==> config.mk <==
export PLATFORM = sky130hd
export DESIGN_NAME = seq_pattern_gen
export DESIGN_NICKNAME = d
export VERILOG_FILES = /design/src/rtl/seq_pkg.sv /design/src/rtl/seq_down_counter.sv /design/src/rtl/seq_pattern_gen.sv
export SDC_FILE = /design/constraint.sdc
export NUM_CORES = 1
export LEC_CHECK = 0
export CELL_PAD_IN_SITES_DETAIL_PLACEMENT = 1
export CELL_PAD_IN_SITES_GLOBAL_PLACEMENT = 2
export CORE_MARGIN = 2
export CORE_UTILIZATION = 31
export CTS_BUF_LIST = sky130_fd_sc_hd__clkbuf_8 sky130_fd_sc_hd__clkbuf_16
export DETAILED_ROUTE_END_ITERATION = 8
export PLACE_DENSITY_LB_ADDON = 0.1
export SYNTH_ARGS = -nofsm -noshare
export SYNTH_HDL_FRONTEND = slang
export SYNTH_SLANG_ARGS = --single-unit
==> constraint.sdc <==
create_clock -name clk -period 2.85 [get_ports clk]
set_clock_uncertainty 0.15 [all_clocks]
set_input_delay 0.57 -clock clk [delete_from_list [all_inputs] [get_ports clk]]
set_output_delay 0.57 -clock clk [all_outputs]
set_load 0.02 [all_outputs]
==> src/rtl/seq_pkg.sv <==
// Shared constants for the serial pattern transmitter: state encoding and default widths.
package seq_pkg;

    localparam logic [2:0] IDLE  = 3'd0;
    localparam logic [2:0] PRE   = 3'd1;
    localparam logic [2:0] GUARD = 3'd2;
    localparam logic [2:0] SHIFT = 3'd3;
    localparam logic [2:0] FIN   = 3'd4;

    localparam int PAT_W_DEF   = 8;
    localparam int CNT_W_DEF   = 4;
    localparam int PRE_LEN_DEF = 8;

endpackage

==> src/rtl/seq_down_counter.sv <==
// Loadable down-counter with zero flag; saturates at zero, load has priority over decrement.
module seq_down_counter #(
    parameter int W = 4
) (
    input  logic         clk,
    input  logic         rst,
    input  logic         load,
    input  logic [W-1:0] load_val,
    input  logic         dec,
    output logic [W-1:0] cnt,
    output logic         zero
);

    always_ff @(posedge clk or posedge rst) begin
        if (rst) begin
            cnt <= '0;
        end else if (load) begin
            cnt <= load_val;
        end else if (dec && (cnt != '0)) begin
            cnt <= cnt - W'(1);
        end
    end

    assign zero = (cnt == '0);

endmodule

==> src/rtl/seq_pattern_gen.sv <==
// Serial pattern transmitter: sends a latched pattern MSB-first, repeated repeat_n times.
// Optional preamble of PRE_LEN ones plus one guard zero when SEQ_PREAMBLE_EN is defined.
//
// state | meaning
// IDLE  | outputs low, waiting for start
// PRE   | preamble ones (SEQ_PREAMBLE_EN only)
// GUARD | single zero separating preamble from payload (SEQ_PREAMBLE_EN only)
// SHIFT | payload bits, idx/reps counters advance
// FIN   | done pulse; start here begins the next frame
module seq_pattern_gen
    import seq_pkg::*;
#(
    parameter int PAT_W   = PAT_W_DEF,
    parameter int CNT_W   = CNT_W_DEF,
    parameter int PRE_LEN = PRE_LEN_DEF
) (
    input  logic             clk,
    input  logic             rst,
    input  logic             start,
    input  logic [PAT_W-1:0] pattern,
    input  logic [CNT_W-1:0] repeat_n,
    output logic             seq_out,
    output logic             seq_valid,
    output logic             busy,
    output logic             done
);

    localparam int IDX_W = (PAT_W > 1) ? $clog2(PAT_W) : 1;

    logic [2:0]       state_q, state_d;
    logic [PAT_W-1:0] pat_q;
    logic             pat_load;
    logic             out_d, valid_d, busy_d, done_d;

    logic             idx_load, idx_dec, idx_zero;
    logic [IDX_W-1:0] idx_cnt, idx_nxt;
    logic             rep_load, rep_dec, rep_zero;
    logic [CNT_W-1:0] rep_cnt, rep_init;
    logic             unused_cnt;

    assign idx_nxt  = idx_cnt - IDX_W'(1);
    assign rep_init = (repeat_n == '0) ? CNT_W'(1) : repeat_n;

    seq_down_counter #(.W(IDX_W)) u_idx (
        .clk      (clk),
        .rst      (rst),
        .load     (idx_load),
        .load_val (IDX_W'(PAT_W - 1)),
        .dec      (idx_dec),
        .cnt      (idx_cnt),
        .zero     (idx_zero)
    );

    seq_down_counter #(.W(CNT_W)) u_rep (
        .clk      (clk),
        .rst      (rst),
        .load     (rep_load),
        .load_val (rep_init),
        .dec      (rep_dec),
        .cnt      (rep_cnt),
        .zero     (rep_zero)
    );

`ifdef SEQ_PREAMBLE_EN
    localparam int PRE_W = (PRE_LEN > 1) ? $clog2(PRE_LEN) : 1;

    logic             pre_load, pre_dec, pre_zero;
    logic [PRE_W-1:0] pre_cnt;

    // Counter holds the preamble cycles still to come after the current one.
    seq_down_counter #(.W(PRE_W)) u_pre (
        .clk      (clk),
        .rst      (rst),
        .load     (pre_load),
        .load_val (PRE_W'(PRE_LEN - 1)),
        .dec      (pre_dec),
        .cnt      (pre_cnt),
        .zero     (pre_zero)
    );

    assign unused_cnt = ^{rep_zero, pre_cnt};
`else
    localparam int unused_pre_len = PRE_LEN;

    assign unused_cnt = rep_zero;
`endif

    always_comb begin
        state_d  = IDLE;
        out_d    = 1'b0;
        valid_d  = 1'b0;
        busy_d   = 1'b0;
        done_d   = 1'b0;
        pat_load = 1'b0;
        idx_load = 1'b0;
        idx_dec  = 1'b0;
        rep_load = 1'b0;
        rep_dec  = 1'b0;
`ifdef SEQ_PREAMBLE_EN
        pre_load = 1'b0;
        pre_dec  = 1'b0;
`endif
        case (state_q)
            IDLE, FIN: begin
                if (start) begin
                    pat_load = 1'b1;
                    idx_load = 1'b1;
                    rep_load = 1'b1;
                    valid_d  = 1'b1;
                    busy_d   = 1'b1;
`ifdef SEQ_PREAMBLE_EN
                    pre_load = 1'b1;
                    state_d  = PRE;
                    out_d    = 1'b1;
`else
                    // pat_q is not yet loaded, so the first bit comes straight from the input.
                    state_d  = SHIFT;
                    out_d    = pattern[PAT_W-1];
`endif
                end
            end
`ifdef SEQ_PREAMBLE_EN
            PRE: begin
                valid_d = 1'b1;
                busy_d  = 1'b1;
                if (pre_zero) begin
                    state_d = GUARD;
                end else begin
                    pre_dec = 1'b1;
                    state_d = PRE;
                    out_d   = 1'b1;
                end
            end
            GUARD: begin
                state_d = SHIFT;
                out_d   = pat_q[PAT_W-1];
                valid_d = 1'b1;
                busy_d  = 1'b1;
            end
`endif
            SHIFT: begin
                if (!idx_zero) begin
                    idx_dec = 1'b1;
                    state_d = SHIFT;
                    out_d   = pat_q[idx_nxt];
                    valid_d = 1'b1;
                    busy_d  = 1'b1;
                end else if (rep_cnt > CNT_W'(1)) begin
                    idx_load = 1'b1;
                    rep_dec  = 1'b1;
                    state_d  = SHIFT;
                    out_d    = pat_q[PAT_W-1];
                    valid_d  = 1'b1;
                    busy_d   = 1'b1;
                end else begin
                    state_d = FIN;
                    done_d  = 1'b1;
                end
            end
            default: state_d = IDLE;
        endcase
    end

    always_ff @(posedge clk or posedge rst) begin
        if (rst) begin
            state_q   <= IDLE;
            pat_q     <= '0;
            seq_out   <= 1'b0;
            seq_valid <= 1'b0;
            busy      <= 1'b0;
            done      <= 1'b0;
        end else begin
            state_q   <= state_d;
            seq_out   <= out_d;
            seq_valid <= valid_d;
            busy      <= busy_d;
            done      <= done_d;
            if (pat_load) begin
                pat_q <= pattern;
            end
        end
    end

endmodule

# Word-level counts from Yosys, hierarchy flattened

Cells that the tools add are included.

Register bits after elaboration: 21
Output and inout bits: 4

$add $sub $neg: 2
Order comparisons: 2
Equal/unequal tests: 2
Multiplexer cells: 28
Reduce and logical (&&, ||, !) cells: 10

Operators by type and width:

| cell                | number |
|---|---|
| $mux 1              | 15 |
| $mux 3              | 4 |
| $mux 4              | 3 |
| $logic_not 3->1     | 2 |
| $pmux 1 s2          | 3 |
| $pmux 3 s2          | 1 |
| $gt 4x1->1 const B  | 1 |
| $logic_not 4->1     | 1 |
| $lt 3x4->1 const B  | 1 |
| $reduce_bool 2->1   | 2 |
| $reduce_bool 4->1   | 1 |
| $sub 4x1->4 const B | 1 |
| $bmux 1 s3          | 1 |
| $eq 3x2->1 const B  | 1 |
| $eq 3x3->1 const B  | 1 |
| $reduce_bool 3->1   | 1 |
| $sub 3x1->3 const B | 1 |
| $logic_and 1x1->1   | 2 |
| $mux 2              | 1 |
| $reduce_or 2->1     | 1 |

# Longest topological paths before layout

Gate-level depths: netlist of the first run.

Depth after elaboration: 7
Depth in mapped cells: 6
Mapped depth without buffers: 6

# By module

A second synthesis of the first run with hierarchy kept.

Cell total of the unflattened synthesis: 100
Area total of the unflattened synthesis: 1073.5 µm²

By module, submodules not included:

| module                   | times used | cells each | area an instance (µm²) |
|---|---|---|---|
| seq_pattern_gen          | 1          | 52         | 600.6 |
| seq_down_counter (u_rep) | 1          | 28         | 261.5 |
| seq_down_counter (u_idx) | 1          | 20         | 211.5 |

# Least setup slack after synthesis of the first run

No wires, ideal clock.

Path kind: register to register
Start point: register u_rep.cnt[0]
End point: register u_rep.cnt[1]
Arrival time: 1.773 ns
Setup slack: 0.844 ns
Stages on the path, launching flop included: 7
Buffers on the path: 0
Clock period less this slack: 2.006 ns
Path through: dfrtp_1 -> inv_1 -> ha_1 -> or2_2 -> a211oi_1 -> mux2_2 -> o21ai_0

Word-level cells in the longest chain between the ends: 6
Elaborated cells between the ends (all ways): 10
Classes of those cells: 1 x add/sub; 1 x order compare; 5 x mux; 3 x reduce/logical

RTL lines:

| item                        | line                   | source |
|---|---|---|
| start: declaration          | seq_down_counter.sv:10 | `output logic [W-1:0] cnt,` |
| start signal: assignment    | seq_down_counter.sv:18 | `cnt <= load_val;` |
| start signal: assignment    | seq_down_counter.sv:20 | `cnt <= cnt - W'(1);` |
| $gt 4x1->1                  | seq_pattern_gen.sv:148 | `end else if (rep_cnt > CNT_W'(1)) begin` |
| $mux 1                      | seq_pattern_gen.sv:148 |  |
| $mux 1                      | seq_pattern_gen.sv:142 | `if (!idx_zero) begin` |
| $mux 1                      | seq_pattern_gen.sv:103 | `case (state_q)` |
| $logic_and 1x1->1           | seq_down_counter.sv:19 | `end else if (dec && (cnt != '0)) begin` |
| $reduce_bool 2->1 (no line) | -                      |  |

Several ways; a longest one is shown, not always the timed one. The select of a mux whose other input is x is not followed.
A chain may end at the register's enable or synchronous reset.

# Worst setup path in the final report of the first run

Same ends and word-level chain as after synthesis.

==> metrics.sh, run 1 <==
VIASPERCELL=4.75
DETAIL_ROUTE.ITER0.VIOLATIONS=10
POSTSYNTHAREAPERCELL_UM2=9.68
SYNTH_SEQ_CELLS=19
ROWS=20
PORT_BUFFERS=18
CTSLONGESTPATHBUFFERS=2
CTS_MAX_LEVEL=1
CELLPOWERDENSITY_nW_PER_UM2=950
FP.COREAREA_UM2=3080
NUM-NETS-FINAL=146
FP.DIEAREA_UM2=3750
CRITICAL_PATH.MAX_FANOUT=5
ROOT_BUFFER='clkbuf_8'
POST-ROUTE-WORST-SETUP-SLACK_NS=0.666
POSTSYNTHCELLCOUNT=105
YOSYS_WARNING_TOTAL=0
GRT_REMAINING_OVERFLOW=0
RSZ_0062_RAISED_AFTER_GLOBAL_ROUTING='false'
PERIOD_MINUS_SLACK_NS=2.18
FINAL.HOLD.WORST_SLACK_NS=0.326
TNS_SETUP_NS=0
VIA_COUNT_OF_THE_FIRST_GLOBAL_ROUTING_PASS=817
TRITONCTS='built'
POSTSYNTHNETCOUNT=125
TIMING_WORST_SLEW_PIN_VALUE_NS=0.734
POST_SYNTH_EDFFS=0
CP-END-KIND='flip-flop'
POST_CTS.RESIZED_INSTANCES=0
STDCELL_AREA_UM2=1290
MAX_FREQ_MHz=458
PLACE_WORST_SETUP_SLACK_NS=0.671
WORST_PATH_CELL_CHAIN='inv_1 -> ha_1 -> or2_2 -> a211oi_1 -> mux2_2 -> o21ai_0'
WORST-ENDPOINT-ARRIVAL_NS=2.21
MAX-CAP-VIOLATIONS=0
CTS_BUFFERS=3
GRT_MAX_DEGREE=20
ROUTED_WIRE_LENGTH_PER_INSTANCE_UM=13.4
CLK_TRANSITION_REPORTED_PATHS_NS=0.07
VIAS=803
GLOBAL_ROUTE.USAGE.TOTAL_PCT=14.5
POSTROUTEWIRELENGTH_UM=2270
DRC_VIOLATION_COUNT_AFTER_ROUTING=0
FINAL.PERIOD_UTILIZATION_PCT=76.6
FINAL-MAX-SLEW-VIOLATION-COUNT=0
POST_CTS_HOLD_BUFFER_COUNT=0
DPL.HPWL_UM=1750
IO-PIN-COUNT=19
WORST_RELATIVE_SLEW_SLACK_PCT=51.0
LEAKAGE_nW=0.596
DPL_CELL_AREA_UM2=1240
TOTAL_COUNT_OF_HOLD_CHECK_FAILURES_IN_THE_FINAL_REPORT=0
AREA.GROWTH.SYNTH_TO_FINAL_PCT=26.8
GRT_FIRST_PASS_WIRELENGTH_UM=3860
DIE_Y_UM=61.3
START_UTIL_PCT=33.0
CLK_SINK_COUNT=19
WORSTSETUPSTARTPOINTTYPE='flip-flop'
SYNTH.LARGEST_AREA_CELL='dfrtp_1'
SYNTH.LIB_CELLS_USED.DISTINCT=33
MIN_PATH_TYPE='flip-flop to flip-flop'
GRT_ANTENNA_BEFORE_REPAIR=0
FINAL_ANTENNA_VIOLATING_NET_COUNT=0
CLK_LATENCY_NS=0.25
ASYNC_RESET_FF_SHARE_PCT=100
P_TOTAL_W=0.00122
GLOBALPLACE.CONGESTION=0.727
INSERTEDDIODECOUNT=0
CP_SLOWEST_STAGE_DELAY_NS=0.41
REGISTER_AREA_SHARE_AFTER_SYNTHESIS_PCT=46.8
SYNTH.CELL_AREA_UM2=1020
CRIT_SLOWEST_CELL='dfrtp_1'
CRIT_TYPE='flip-flop to flip-flop'
DRIVE_ABOVE_1_SHARE_PCT=8.80
CRITICAL_PATH_REQUIRED_NS=2.88
SETUP_VIOL=0
SYNTH-MAIN-FF-CELL='dfrtp_1'
POST_SYNTH_MAIN_AREA_CONTRIBUTORS='dfrtp_1, nand2_1, ha_1'
DIEWIDTH_UM=61.3
YOSYS.AREA.TOP_TYPE_SHARE_PCT=46.8
CTS.REPAIR_TIMING.SETUP_BUFFER_COUNT=0
MAX-VDD-IR-DROP_uV=414
FIRSTDRTPASSITERS=2
STATUS='finished clean'
[placed cells by master, fill, tap and decap left out, drive strengths merged]
cell type	n
o21ai	6
o32ai	1
a21oi	1
nor3	2
and2b	1
and4bb	1
mux2i	4
buf	1
clkdlybuf4s50	18
nor2b	1
o21a	1
a31oi	3
xnor2	1
xor2	1
nor2	4
mux2	1
nand2	27
mux4	1
or3	1
a211oi	1
nand4bb	1
o31ai	1
or4	1
clkbuf	3
dfrtp	19
ha	5
a21o	1
inv	8
nand4b	1
and3	2
nand2b	2
a2bb2oi	1
nor3b	1
or2	2
[power by group]
part           switching [W]  total (W)  internal, W
Combinational       0.000282   0.000563     0.000281
Clock              0.0000856   0.000181    0.0000957
Sequential         0.0000936   0.000481     0.000387
Total               0.000461    0.00122     0.000764
[logic make-up after synthesis]
logic type                 count (synthesis)  share of synthesized area [%]
DFF                                       19                           46.8
AOI/OAI and AO/OA                         16                           10.5
buffers and inverters                     10                           4.07
xor gates and xnor gates                   2                           2.46
muxes                                      6                           7.27
adders and majority gates                  5                           6.16
and+or+nand+nor                           47                           22.8
[final timing paths]
path,start,endpoint,slack (ns),depth (start not counted)
worst max-delay path,u_rep.cnt[0],u_rep.cnt[1],0.67,6
worst min-delay path,u_idx.cnt[0],u_idx.cnt[0],0.33,1
worst max register to register,u_rep.cnt[0],u_rep.cnt[1],0.67,6
worst min register to register,u_idx.cnt[0],u_idx.cnt[0],0.33,1
max in group asynchronous,rst,pat_q[5],1.50,2
min in group asynchronous,rst,u_rep.cnt[0],0.59,2
[metal layers]
layer / track usage [%] / vias to the layer above / wire, µm
li1: - / 394 / -
met1: 18.1 / 381 / 1030
met2: 22.5 / 24 / 1080
met3: 5.25 / 4 / 132
met4: 6.21 / 0 / 30
met5: 0 / - / 0
[synthesized netlist by cell type, types with 2 or more instances]
library cell and instances:
a31oi_1 3, and3_1 2, clkbuf_1 2, dfrtp_1 19, ha_1 5, inv_1 7, mux2i_1 4, nand2_1 27
nand2b_1 2, nor2_1 4, nor3_1 2, o21ai_0 6, or2_2 2
[layout make-up]
type | instances | area, µm²
clock buffers | 3 | 41.3
multi-input cells | 76 | 499
well taps | 44 | 55.1
flip-flops and latches | 19 | 475
inverters | 7 | 26.3
fillers | 384 | 1790
clock inverters | 1 | 3.75
repair buffers | 19 | 188
[metrics by stage]
stage | std cells | utilization [%]
3_5_place_dp | 165 | 40.4
6_report | 169 | 41.9
5_1_grt | 169 | 41.9
4_1_cts | 169 | 41.9
3_3_place_gp | 165 | 40.4
2_1_floorplan | 105 | -
[critical path: cells and delay by family, from the launching register on]
kind | cells | cell delay (ns)
mux | 1 | 0.38
buf+inv | 1 | 0.08
compound gates | 2 | 0.54
simple gates | 1 | 0.33
flops | 1 | 0.41
fa+ha+maj | 1 | 0.22
[flip-flops by register name, indices dropped and copies added (netlist names)]
name       cells
done           1
pat_q          8
seq_out        1
state_q        2
u_idx.cnt      3
u_rep.cnt      4
(Power assumes the default switching activity.)
==> run 2: changes to the inputs <==
Clock period 2.85 ns to 2.08 ns, I/O delays scaled along.
==> metrics.sh, run 2 (synthesized netlist as in run 1, its figures left out) <==
FINAL_COMMON_CELL='nand2_1'
LEAKAGE_nW=0.635
INSERTEDDIODECOUNT=0
CRITICAL_PATH.MAX_FANOUT=5
DIE_Y_UM=61.3
CTS_MAX_LEVEL=1
TRITONCTS='built'
NUM-NETS-FINAL=154
FINAL_ANTENNA_VIOLATING_NET_COUNT=0
GLOBAL_ROUTE.USAGE.TOTAL_PCT=14.9
WORST-ENDPOINT-ARRIVAL_NS=2.04
POSTROUTEWIRELENGTH_UM=2440
VIASPERCELL=4.76
TIMING_WORST_SLEW_PIN_VALUE_NS=0.480
DETAIL_ROUTE.ITER0.VIOLATIONS=29
TNS_SETUP_NS=0
WORSTSETUPSTARTPOINTTYPE='flip-flop'
CLK_SINK_COUNT=19
CTS_BUFFERS=3
MAX_FREQ_MHz=497
REG2REG_DEPTH=6
IO-PIN-COUNT=19
LARGEST-REGISTER='pat_q'
LAYOUT.CELLS.MOST_COMMON_LIST='nand2_1, dfrtp_1, clkdlybuf4s50_1'
ROOT_BUFFER='clkbuf_8'
VIAS=842
PLACE_WORST_SETUP_SLACK_NS=-0.0727
SETUP_VIOL=0
GRT_ANTENNA_BEFORE_REPAIR=0
LARGEST_REGISTERS='pat_q x8, u_rep.cnt x4, u_idx.cnt x3'
DPL.HPWL_UM=1810
FP.COREAREA_UM2=3080
CELLPOWERDENSITY_nW_PER_UM2=1360
CRITICAL_PATH_REQUIRED_NS=2.11
MAX-CAP-VIOLATIONS=0
ROWS=20
STATUS='finished clean'
FP.DIEAREA_UM2=3750
MAX-VDD-IR-DROP_uV=511
REG2REG_SETUP_SLACK_NS=0.07
ROUTED_WIRE_LENGTH_PER_INSTANCE_UM=13.8
WORST_SETUP_PATH_STARTPOINT='u_rep.cnt[0]'
FINAL-MAX-SLEW-VIOLATION-COUNT=0
CLK_LATENCY_NS=0.26
DPL_CELL_AREA_UM2=1300
CTSLONGESTPATHBUFFERS=2
GRT_REMAINING_OVERFLOW=0
GRT_FIRST_PASS_WIRELENGTH_UM=4010
WORST_R2R_END='u_rep.cnt[3]'
GLOBALPLACE.CONGESTION=0.748
MIN_PATH_TYPE='input port to async pin'
DIEWIDTH_UM=61.3
NUMBER_OF_FLIP_FLOPS_UNDER_THE_LARGEST_REGISTER_NAME=8
AREA.GROWTH.SYNTH_TO_FINAL_PCT=37.8
PORT_BUFFERS=18
CP-END-KIND='flip-flop'
STDCELL_AREA_UM2=1400
NUM-FILL-CELLS=364
PERIOD_MINUS_SLACK_NS=2.01
DRC_VIOLATION_COUNT_AFTER_ROUTING=0
DRIVE_ABOVE_1_SHARE_PCT=19.5
FIRSTDRTPASSITERS=4
CRIT_TYPE='flip-flop to flip-flop'
VIA_COUNT_OF_THE_FIRST_GLOBAL_ROUTING_PASS=874
WORST_RELATIVE_SLEW_SLACK_PCT=68.0
RSZ_0062_RAISED_AFTER_GLOBAL_ROUTING='false'
CLK_TRANSITION_REPORTED_PATHS_NS=0.08
TOTAL_COUNT_OF_HOLD_CHECK_FAILURES_IN_THE_FINAL_REPORT=0
REGTOREGSTARTPOINT='u_rep.cnt[0]'
POST-ROUTE-WORST-SETUP-SLACK_NS=0.0665
START_UTIL_PCT=33.0
GRT_MAX_DEGREE=20
FINAL.PERIOD_UTILIZATION_PCT=96.8
## run 2: changes by cell type in the layout (fill, tap and decap cells not counted), sizes merged
cell  delta
buf      +8
## run 2: critical path: stages (launching register included)
cell and delay [ns]:
dfrtp_1 0.37, inv_1 0.08, ha_2 0.20, or2_4 0.26
a21o_1 0.20, or4_1 0.48, a31oi_1 0.19
## run 2: timing repair
item	in CTS	in global routing
gates resized for setup	2	8
cloned	0	0
endpoints found under the hold margin	0	0
pin swaps	1	0
setup endpoints to repair	3	4
hold buffers	0	0
buffers inserted	1	0
## run 2: metal layers
metal	vias up	routed length [µm]	share of wire (%)	GRT usage [%]
met5	-	0	0	0
met4	0	0	0	2.80
met3	0	86	3.5	2.52
met2	16	1180	48	25.7
met1	417	1180	48	19.8
li1	409	-	-	-
## run 2: where the power goes
part	leakage [nW]	internal (W)	switching, W
clock	0.0269	0.000131	0.000127
sequential	0.230	0.000530	0.000120
combinational	0.379	0.000522	0.000469
## run 2: metrics by stage
stage	std cells	util (%)	hold WS (ns)	total power (W)
after CTS	177	44.0	0.337	0.00184
final	177	45.5	0.331	0.00190
after global routing	177	45.5	0.353	0.00207
after floorplan	105	-	0.217	0.00122
after detailed placement	172	42.1	0.318	0.00154
after global placement	172	42.1	0.312	0.00150
## run 2: layout make-up
cell class | count | area, µm² | area share (%)
Timing Repair Buffer | 27 | 248 | 17.7
Clock buffer | 3 | 41.3 | 2.95
Sequential cell | 19 | 475 | 34.0
Clock inverter | 1 | 3.75 | 0.268
Inverter | 7 | 26.3 | 1.88
Multi-Input combinational cell | 76 | 551 | 39.3
Tap cell | 44 | 55.1 | 3.93
## run 2: how the worst max path moves through the flow
stage	endpoint	slack [ns]	depth (start not counted)
floorplan	u_rep.cnt[1]	0.07	6
global placement	u_rep.cnt[1]	0.05	6
detailed placement	u_rep.cnt[3]	-0.07	6
CTS	u_rep.cnt[3]	0.006	7
global route	u_rep.cnt[3]	0.02	6
finish	u_rep.cnt[3]	0.07	6
==> run 3: changes to the inputs <==
Settings changed: CORE_UTILIZATION 31 to 33, CTS_BUF_LIST sky130_fd_sc_hd__clkbuf_8 sky130_fd_sc_hd__clkbuf_16 to sky130_fd_sc_hd__clkbuf_8.
==> metrics.sh, run 3 (synthesized netlist as in run 1, its figures left out) <==
LARGEST_REGISTERS='pat_q x8, u_rep.cnt x4, u_idx.cnt x3'
VIA_COUNT_OF_THE_FIRST_GLOBAL_ROUTING_PASS=833
SETUP_VIOL=0
CRITICAL_PATH.MAX_FANOUT=4
STATUS='finished clean'
LARGEST-REGISTER='pat_q'
GRT_ANTENNA_BEFORE_REPAIR=0
LEAKAGE_nW=0.640
NUM-FILL-CELLS=354
DRIVE_ABOVE_1_SHARE_PCT=20.0
CTSLONGESTPATHBUFFERS=2
WORST_PATH_CELL_CHAIN='inv_2 -> ha_2 -> xor2_2 -> buf_4 -> mux2i_1 -> mux4_2 -> o31ai_2'
WORST_RELATIVE_SLEW_SLACK_PCT=67.8
GRT_REMAINING_OVERFLOW=0
CRIT_TYPE='flip-flop to flip-flop'
CP_SLOWEST_STAGE_DELAY_NS=0.47
MAX-VDD-IR-DROP_uV=421
RSZ_0062_RAISED_AFTER_GLOBAL_ROUTING='false'
ROWS=20
FINAL-MAX-SLEW-VIOLATION-COUNT=0
INSERTEDDIODECOUNT=0
TRITONCTS='built'
CLK_TRANSITION_REPORTED_PATHS_NS=0.08
GRT_MAX_DEGREE=20
POSTROUTEWIRELENGTH_UM=2290
AREA.GROWTH.SYNTH_TO_FINAL_PCT=34.5
CRITICAL-PATH-TOP-DELAY-FAMILY='multiplexers'
FINAL_COMMON_CELL='nand2_1'
PLACED_CELLS_INCL_TAPS=162
CP-END-KIND='flip-flop'
FINAL_ANTENNA_VIOLATING_NET_COUNT=0
POST-ROUTE-WORST-SETUP-SLACK_NS=0.102
CRIT_SLOWEST_CELL='mux4_2'
MULTI_INPUT_COMB_AREA_UM2=514
VIASPERCELL=5.02
CLK_SINK_COUNT=19
ROUTED_WIRE_LENGTH_PER_INSTANCE_UM=13.7
FINAL.PERIOD_UTILIZATION_PCT=95.1
PLACE_WORST_SETUP_SLACK_NS=0.00743
FP.COREAREA_UM2=2980
MAX-CAP-VIOLATIONS=0
MIN_PATH_TYPE='input port to async pin'
DIEWIDTH_UM=59.5
VIAS=843
CLK_LATENCY_NS=0.26
NUMBER_OF_FLIP_FLOPS_UNDER_THE_LARGEST_REGISTER_NAME=8
CTS_BUFFERS=3
FF_LATCH_AREA_UM2=475
DPL.HPWL_UM=1770
DPL_CELL_AREA_UM2=1290
DETAIL_ROUTE.ITER0.VIOLATIONS=13
TIMING.CRITICAL_PATH.BUF_INV=2
CTS_MAX_LEVEL=1
TOTAL_COUNT_OF_HOLD_CHECK_FAILURES_IN_THE_FINAL_REPORT=0
FINAL-INSTANCE-COUNT-EXCL-FILL=168
LAYOUT.CELLS.MOST_COMMON_LIST='nand2_1, dfrtp_1, clkdlybuf4s50_1'
MAX_FREQ_MHz=506
PERIOD_MINUS_SLACK_NS=1.98
START_UTIL_PCT=34.1
NUM-NETS-FINAL=156
POST_CTS_HOLD_BUFFER_COUNT=0
PORT_BUFFERS=18
TNS_SETUP_NS=0
FINAL.HOLD.WORST_SLACK_NS=0.328
TIMING_WORST_SLEW_PIN_VALUE_NS=0.483
DIE_Y_UM=59.5
GRT_FIRST_PASS_WIRELENGTH_UM=3970
CELLPOWERDENSITY_nW_PER_UM2=1350
WORSTSETUPSTARTPOINTTYPE='flip-flop'
CRITICAL_PATH_REQUIRED_NS=2.10
GLOBALPLACE.CONGESTION=0.704
GLOBAL_ROUTE.USAGE.TOTAL_PCT=15.3
IO-PIN-COUNT=19
STDCELL_AREA_UM2=1370
WORST-ENDPOINT-ARRIVAL_NS=1.99
FP.DIEAREA_UM2=3540
DRC_VIOLATION_COUNT_AFTER_ROUTING=0
FIRSTDRTPASSITERS=4
ROOT_BUFFER='clkbuf_8'
## run 3: path summary, 6_finish.rpt
check | from | slack, ns | cells after the start | to
max | u_idx.cnt[0] | 0.10 | 7 | seq_out
min | rst | 0.33 | 3 | u_rep.cnt[0]
max reg2reg | u_idx.cnt[0] | 0.10 | 7 | seq_out
min reg2reg | pat_q[4] | 0.33 | 2 | pat_q[4]
max in group asynchronous | rst | 1.24 | 3 | u_idx.cnt[0]
min in group clk | pat_q[4] | 0.33 | 2 | pat_q[4]
## run 3: stage by stage
| stage | utilization [%] | total power (W) |
|---|---|---|
| after floorplan | - | 0.00122 |
| after global placement | 43.3 | 0.00151 |
| after detailed placement | 43.3 | 0.00155 |
| after CTS | 45.3 | 0.00185 |
| after global routing | 45.9 | 0.00202 |
| final | 45.9 | 0.00185 |
## run 3: metal layers
metal | share of wire, % | routed length, µm | GRT usage (%)
met5 | 0 | 0 | 0
met4 | 0 | 0 | 3.90
met3 | 2.8 | 64 | 2.84
met2 | 49 | 1130 | 25.1
met1 | 48 | 1100 | 20.5
## run 3: timing repair
| item | 4_1_cts | 5_1_grt |
|---|---|---|
| pin swaps | 1 | 1 |
| gates resized for setup | 1 | 5 |
| setup buffers | 1 | 1 |
| setup endpoints to repair | 3 | 4 |
## run 3: report_power, final
| part | internal [W] | switching [W] | total, W |
|---|---|---|---|
| registers | 0.000530 | 0.000120 | 0.000650 |
| logic | 0.000508 | 0.000424 | 0.000932 |
| clock network | 0.000133 | 0.000133 | 0.000266 |
## run 3: worst reg2reg max path: cells and delay by family, from the launching register on
family,cells,cell delay [ns]
AO/OA/AOI/OAI,1,0.21
XOR/XNOR,1,0.13
adder cells (fa/ha/maj),1,0.21
buffers and inverters,2,0.24
flip-flops,1,0.40
multiplexers,2,0.55
## run 3: layout make-up
type                            instances  share of cell area, %
Clock buffer                            3                   3.02
Clock inverter                          1                  0.366
Sequential cell                        19                   34.8
Tap cell                               33                   3.02
Inverter                                7                   1.92
Multi-Input combinational cell         76                   37.6
Timing Repair Buffer                   29                   19.2
==> patch 1 (config.mk and constraints of run 2) <==
The option `SEQ_PREAMBLE_EN` is turned on by a define.
--- a/src/rtl/seq_pattern_gen.sv
+++ b/src/rtl/seq_pattern_gen.sv
@@ -9,2 +9,4 @@
 // FIN   | done pulse; start here begins the next frame
+`define SEQ_PREAMBLE_EN
+
 module seq_pattern_gen
Formal check against the unedited RTL: not equivalent (Yosys sat finds a counterexample within 4 cycles, from zero or initial values and one cycle with rst high).
==> patch 1 against run 2 <==
Sequential cell count is 5 higher. Clock power rose by 61%. Global-route usage decreased by 1.3 points. Total power is 0.78% lower. Synthesized area increased by 30%. First-iteration DRC count rose by 59%. Setup slack better by 0.14 ns. Final area is 17% higher. Routed wire length up 23%. Core utilization is 5.2 points lower.
==> patch 1: results (changes against run 2) <==
| Metric | Value |
|---|---|
| Most used standard cells in the synthesized netlist | nand2_1, dfrtp_1, nor2_1 |
| Worst Path Max Fanout | 6 (+1) |
| Ant diodes | 0 (unchanged) |
| Fraction of met2 tracks used by global routing | 0.228 (-0.0293) |
| Gp weighted congestion | 0.677 (-9.5%) |
| Max-slew headroom | 0.788 (+0.108) |
| Final nets | 185 (+20%) |
| Number of warnings reported in the yosys synthesis log | 0 (unchanged) |
| Number of global-route vias before repair | 1109 (+27%) |
| Fillers | 471 (+29%) |
| Met1 GRT Util | 0.180 (-0.0175) |
| Hold crit path type | in -> async |
| Global-route usage over all layers | 0.135 (-0.0134) |
| Proportion of synthesized flip-flops having asynchronous set or reset | 1.00 (unchanged) |
| Wire length of the first global-routing pass | 5.16 mm (+29%) |
| Number of instances resized during post-cts repair | 0 (-2) |
| Postcts setup bufs | 0 (-1) |
| Top Registers | pat_q: 8 flops, u_rep.cnt: 4 flops |
| Post-synthesis cell type count | 34 (+3.0%) |
| Cell Area, Placed | 1560 um2 (+21%) |
| Final Routed Wirelength | 3.02 mm (+23%) |
| Total leakage power | 0.749 nW (+18%) |
| Vias | 1030 (+22%) |
| Biggest area contributors in the synthesized netlist | dfrtp_1, nand2_1, ha_1, mux4_2, nor2_1 |
| Highest ir drop seen on vdd | 0.425 mV (-17%) |
| Met3 Usage GRT | 0.0189 (-0.00631) |
| Count of input and output buffers | 18 (unchanged) |
| Outcome | completed |
| Pin count of the biggest net entering global routing | 25 (+25%) |
| Sum of net half-perimeters after detailed placement | 2.20 mm (+22%) |
| Share of layout cells above drive strength 1 | 0.105 (-0.0906) |
| Antenna violations before repair | 0 (unchanged) |
| Starting DRT DRC Count | 46 (+59%) |
| Net count after synthesis | 161 (+29%) |
[patch 1: worst paths after layout]
check                              from      endpoint  slack, ns
setup / recovery           u_idx.cnt[0]  u_rep.cnt[3]       0.21
hold / removal                      rst      pat_q[0]       0.34
setup reg to reg           u_idx.cnt[0]  u_rep.cnt[3]       0.21
hold reg to reg                pat_q[6]      pat_q[6]       0.34
max in group asynchronous           rst  u_rep.cnt[1]       1.19
min in group clk               pat_q[6]      pat_q[6]       0.34
[patch 1: critical path, cell delays in order, from the launching register on]
cell and delay (ns):
dfrtp_1 0.40, inv_1 0.08, ha_1 0.20, and2b_2 0.24
o2111ai_4 0.16, or3_1 0.38, a31oi_1 0.18
[patch 1: final cells by class]
type,instances,area [um2],share of cell area
inverters,9,33.8,0.0207
well taps,50,62.6,0.0383
multi-input cells,100,634,0.388
clock buffers,3,41.3,0.0252
repair buffers,25,233,0.142
flip-flops and latches,24,601,0.367
clock inverters,1,30.0,0.0184
[patch 1: metal layers]
metal,up-vias,wire length [um]
met5,-,0
met4,0,27
met3,4,80
met2,19,1420
met1,497,1490
li1,510,-
[patch 1: per-stage QoR]
stage               hold slack (ns)  std cells  utilization  total power [mW]
floorplan                     0.281        139            -              1.26
global placement              0.309        208        0.385              1.44
detailed placement            0.319        208        0.385              1.47
CTS                           0.344        212        0.403              1.91
global route                  0.362        212        0.403              2.03
finish                        0.336        212        0.403              1.88
[patch 1: power by group]
group	switching, mW	internal, mW
combinational	0.420	0.376
clock	0.160	0.257
sequential	0.0830	0.587
[patch 1: kinds of logic after synthesis]
kind of cell / synth area share
AOI/OAI and AO/OA: 0.0988
xor gates and xnor gates: 0.0332
adders and majority gates: 0.0665
buffers and inverters: 0.0627
DFF: 0.456
muxes: 0.0494
and+or+nand+nor: 0.234
==> patch 2 (flow settings as in run 2) <==
Made on the original files. Make the reset (`rst`) synchronous in 2 clocked blocks.
--- a/src/rtl/seq_down_counter.sv
+++ b/src/rtl/seq_down_counter.sv
@@ -13,3 +13,3 @@
 
-    always_ff @(posedge clk or posedge rst) begin
+    always_ff @(posedge clk) begin
         if (rst) begin
--- a/src/rtl/seq_pattern_gen.sv
+++ b/src/rtl/seq_pattern_gen.sv
@@ -163,3 +163,3 @@
 
-    always_ff @(posedge clk or posedge rst) begin
+    always_ff @(posedge clk) begin
         if (rst) begin
Behaviour: differs if rst is asserted again (counterexample within 4 cycles, from zero or initial values and one cycle with rst high); with rst held inactive, the same outputs for 10 cycles.
==> patch 2 against run 2 <==
Final area shrank 12%. Setup slack gained 0.11 ns. Sequential share of layout area shrank 3.1 points. First-iteration DRC count shrank 72%. Synthesized area shrank 5.3%. Maximum frequency grew 5.7%. Sequential cell count is the same. Routed wire length shrank 9.9%. Highest routed layer is now met4.
Power is not compared: it rests on default switching activity, and its combinational part moved more than twofold at a synthesized area within 25%.
==> patch 2: results (changes against run 2) <==
| Metric | Value |
|---|---|
| Wire length of the first global-routing pass | 3.63 mm (-9.5%) |
| Proportion of synthesized chip area in sequential cells | 0.395 (-0.0727) |
| Peak per-stage delay on the critical path | 0.64 ns (+0.16 ns) |
| Number of instances resized during post-cts repair | 0 (-2) |
| Worst Path Max Fanout | 6 (+1) |
| Outcome | completed |
| Reg-to-reg endpoint | seq_out |
| Max stage delay cell, worst path | clkdlybuf4s50_1 |
| Setup slack on the worst flop-to-flop path | 0.20 ns (+0.13 ns) |
| Gp weighted congestion | 0.727 (-2.8%) |
| Worst endpoint data arrival time | 1.34 ns (-0.70 ns) |
| Final nets | 148 (-3.9%) |
| Number of global-route vias before repair | 762 (-13%) |
| Net count after synthesis | 126 (+0.80%) |
| Hold crit path type | reg -> reg |
| Ys flop type | dfxtp_1 |
| Pin count of the biggest net entering global routing | 14 (-30%) |
| Biggest area contributors in the synthesized netlist | dfxtp_1, nand2_1, ha_1, a21oi_1, mux4_2 |
| Startpoint of the lowest-slack register-to-register path | u_idx.cnt[0] |
| Fillers | 362 (-0.55%) |
| Global-route usage over all layers | 0.141 (-0.00818) |
| Vias | 814 (-3.3%) |
| Postcts setup bufs | 0 (-1) |
| Cell Area, Placed | 1190 um2 (-8.2%) |
| Share of layout cells above drive strength 1 | 0.142 (-0.0538) |
| Proportion of synthesized flip-flops having asynchronous set or reset | 0 (-1.00) |
| Sum of net half-perimeters after detailed placement | 1.72 mm (-5.1%) |
| Starting DRT DRC Count | 8 (-72%) |
| Post-synthesis cell type count | 34 (+3.0%) |
| Slew at the pin closest to its max-slew limit | 0.263 ns (-0.217 ns) |
patch 2: cell type report:
| type | count | area share |
|---|---|---|
| clock inverters | 1 | 0.00404 |
| clock buffers | 3 | 0.0334 |
| flip-flops and latches | 19 | 0.308 |
| inverters | 5 | 0.0152 |
| multi-input cells | 77 | 0.436 |
| well taps | 33 | 0.0334 |
| repair buffers | 22 | 0.170 |
patch 2: worst max path at each step:
stage	start	end	slack, ns	cells past startpoint
2_1_floorplan	u_idx.cnt[0]	seq_out	0.29	6
3_3_place_gp	u_idx.cnt[0]	seq_out	0.13	6
3_5_place_dp	u_idx.cnt[0]	seq_out	0.11	6
4_1_cts	u_idx.cnt[0]	seq_out	0.1	6
5_1_grt	u_idx.cnt[0]	seq_out	0.05	6
6_report	state_q[1]	seq_valid	0.18	1
patch 2: through the flow:
| step | total power, mW | instances | utilization | setup slack, ns | hold WS (ns) |
|---|---|---|---|---|---|
| CTS | 0.975 | 160 | 0.412 | 0.0985 | 0.319 |
| global placement | 0.698 | 156 | 0.396 | 0.129 | 0.292 |
| finish | 0.955 | 160 | 0.412 | 0.175 | 0.314 |
| floorplan | 0.611 | 106 | - | 0.294 | 0.283 |
| detailed placement | 0.708 | 156 | 0.396 | 0.113 | 0.299 |
| global route | 1.02 | 160 | 0.412 | 0.0530 | 0.347 |
patch 2: cell families after synthesis:
| kind of cell | share of synthesized area |
|---|---|
| flops | 0.395 |
| compound gates | 0.174 |
| mux | 0.0676 |
| xor+xnor | 0.0273 |
| fa+ha+maj | 0.0650 |
| buf+inv | 0.0442 |
| simple gates | 0.226 |
patch 2: where the power goes:
group / switching, mW / leakage, nW / total [mW] / internal, mW
Clock: 0.128 / 0.0255 / 0.261 / 0.133
Combinational: 0.129 / 0.292 / 0.265 / 0.136
Sequential: 0.0303 / 0.157 / 0.429 / 0.399
Total: 0.287 / 0.474 / 0.955 / 0.668
patch 2: per-layer routing:
layer,part of all wire,global-route usage,up-vias
met5,0,0,-
met4,0.023,0.0857,0
met3,0.033,0.0195,4
met2,0.44,0.207,17
met1,0.50,0.194,384
li1,-,-,409
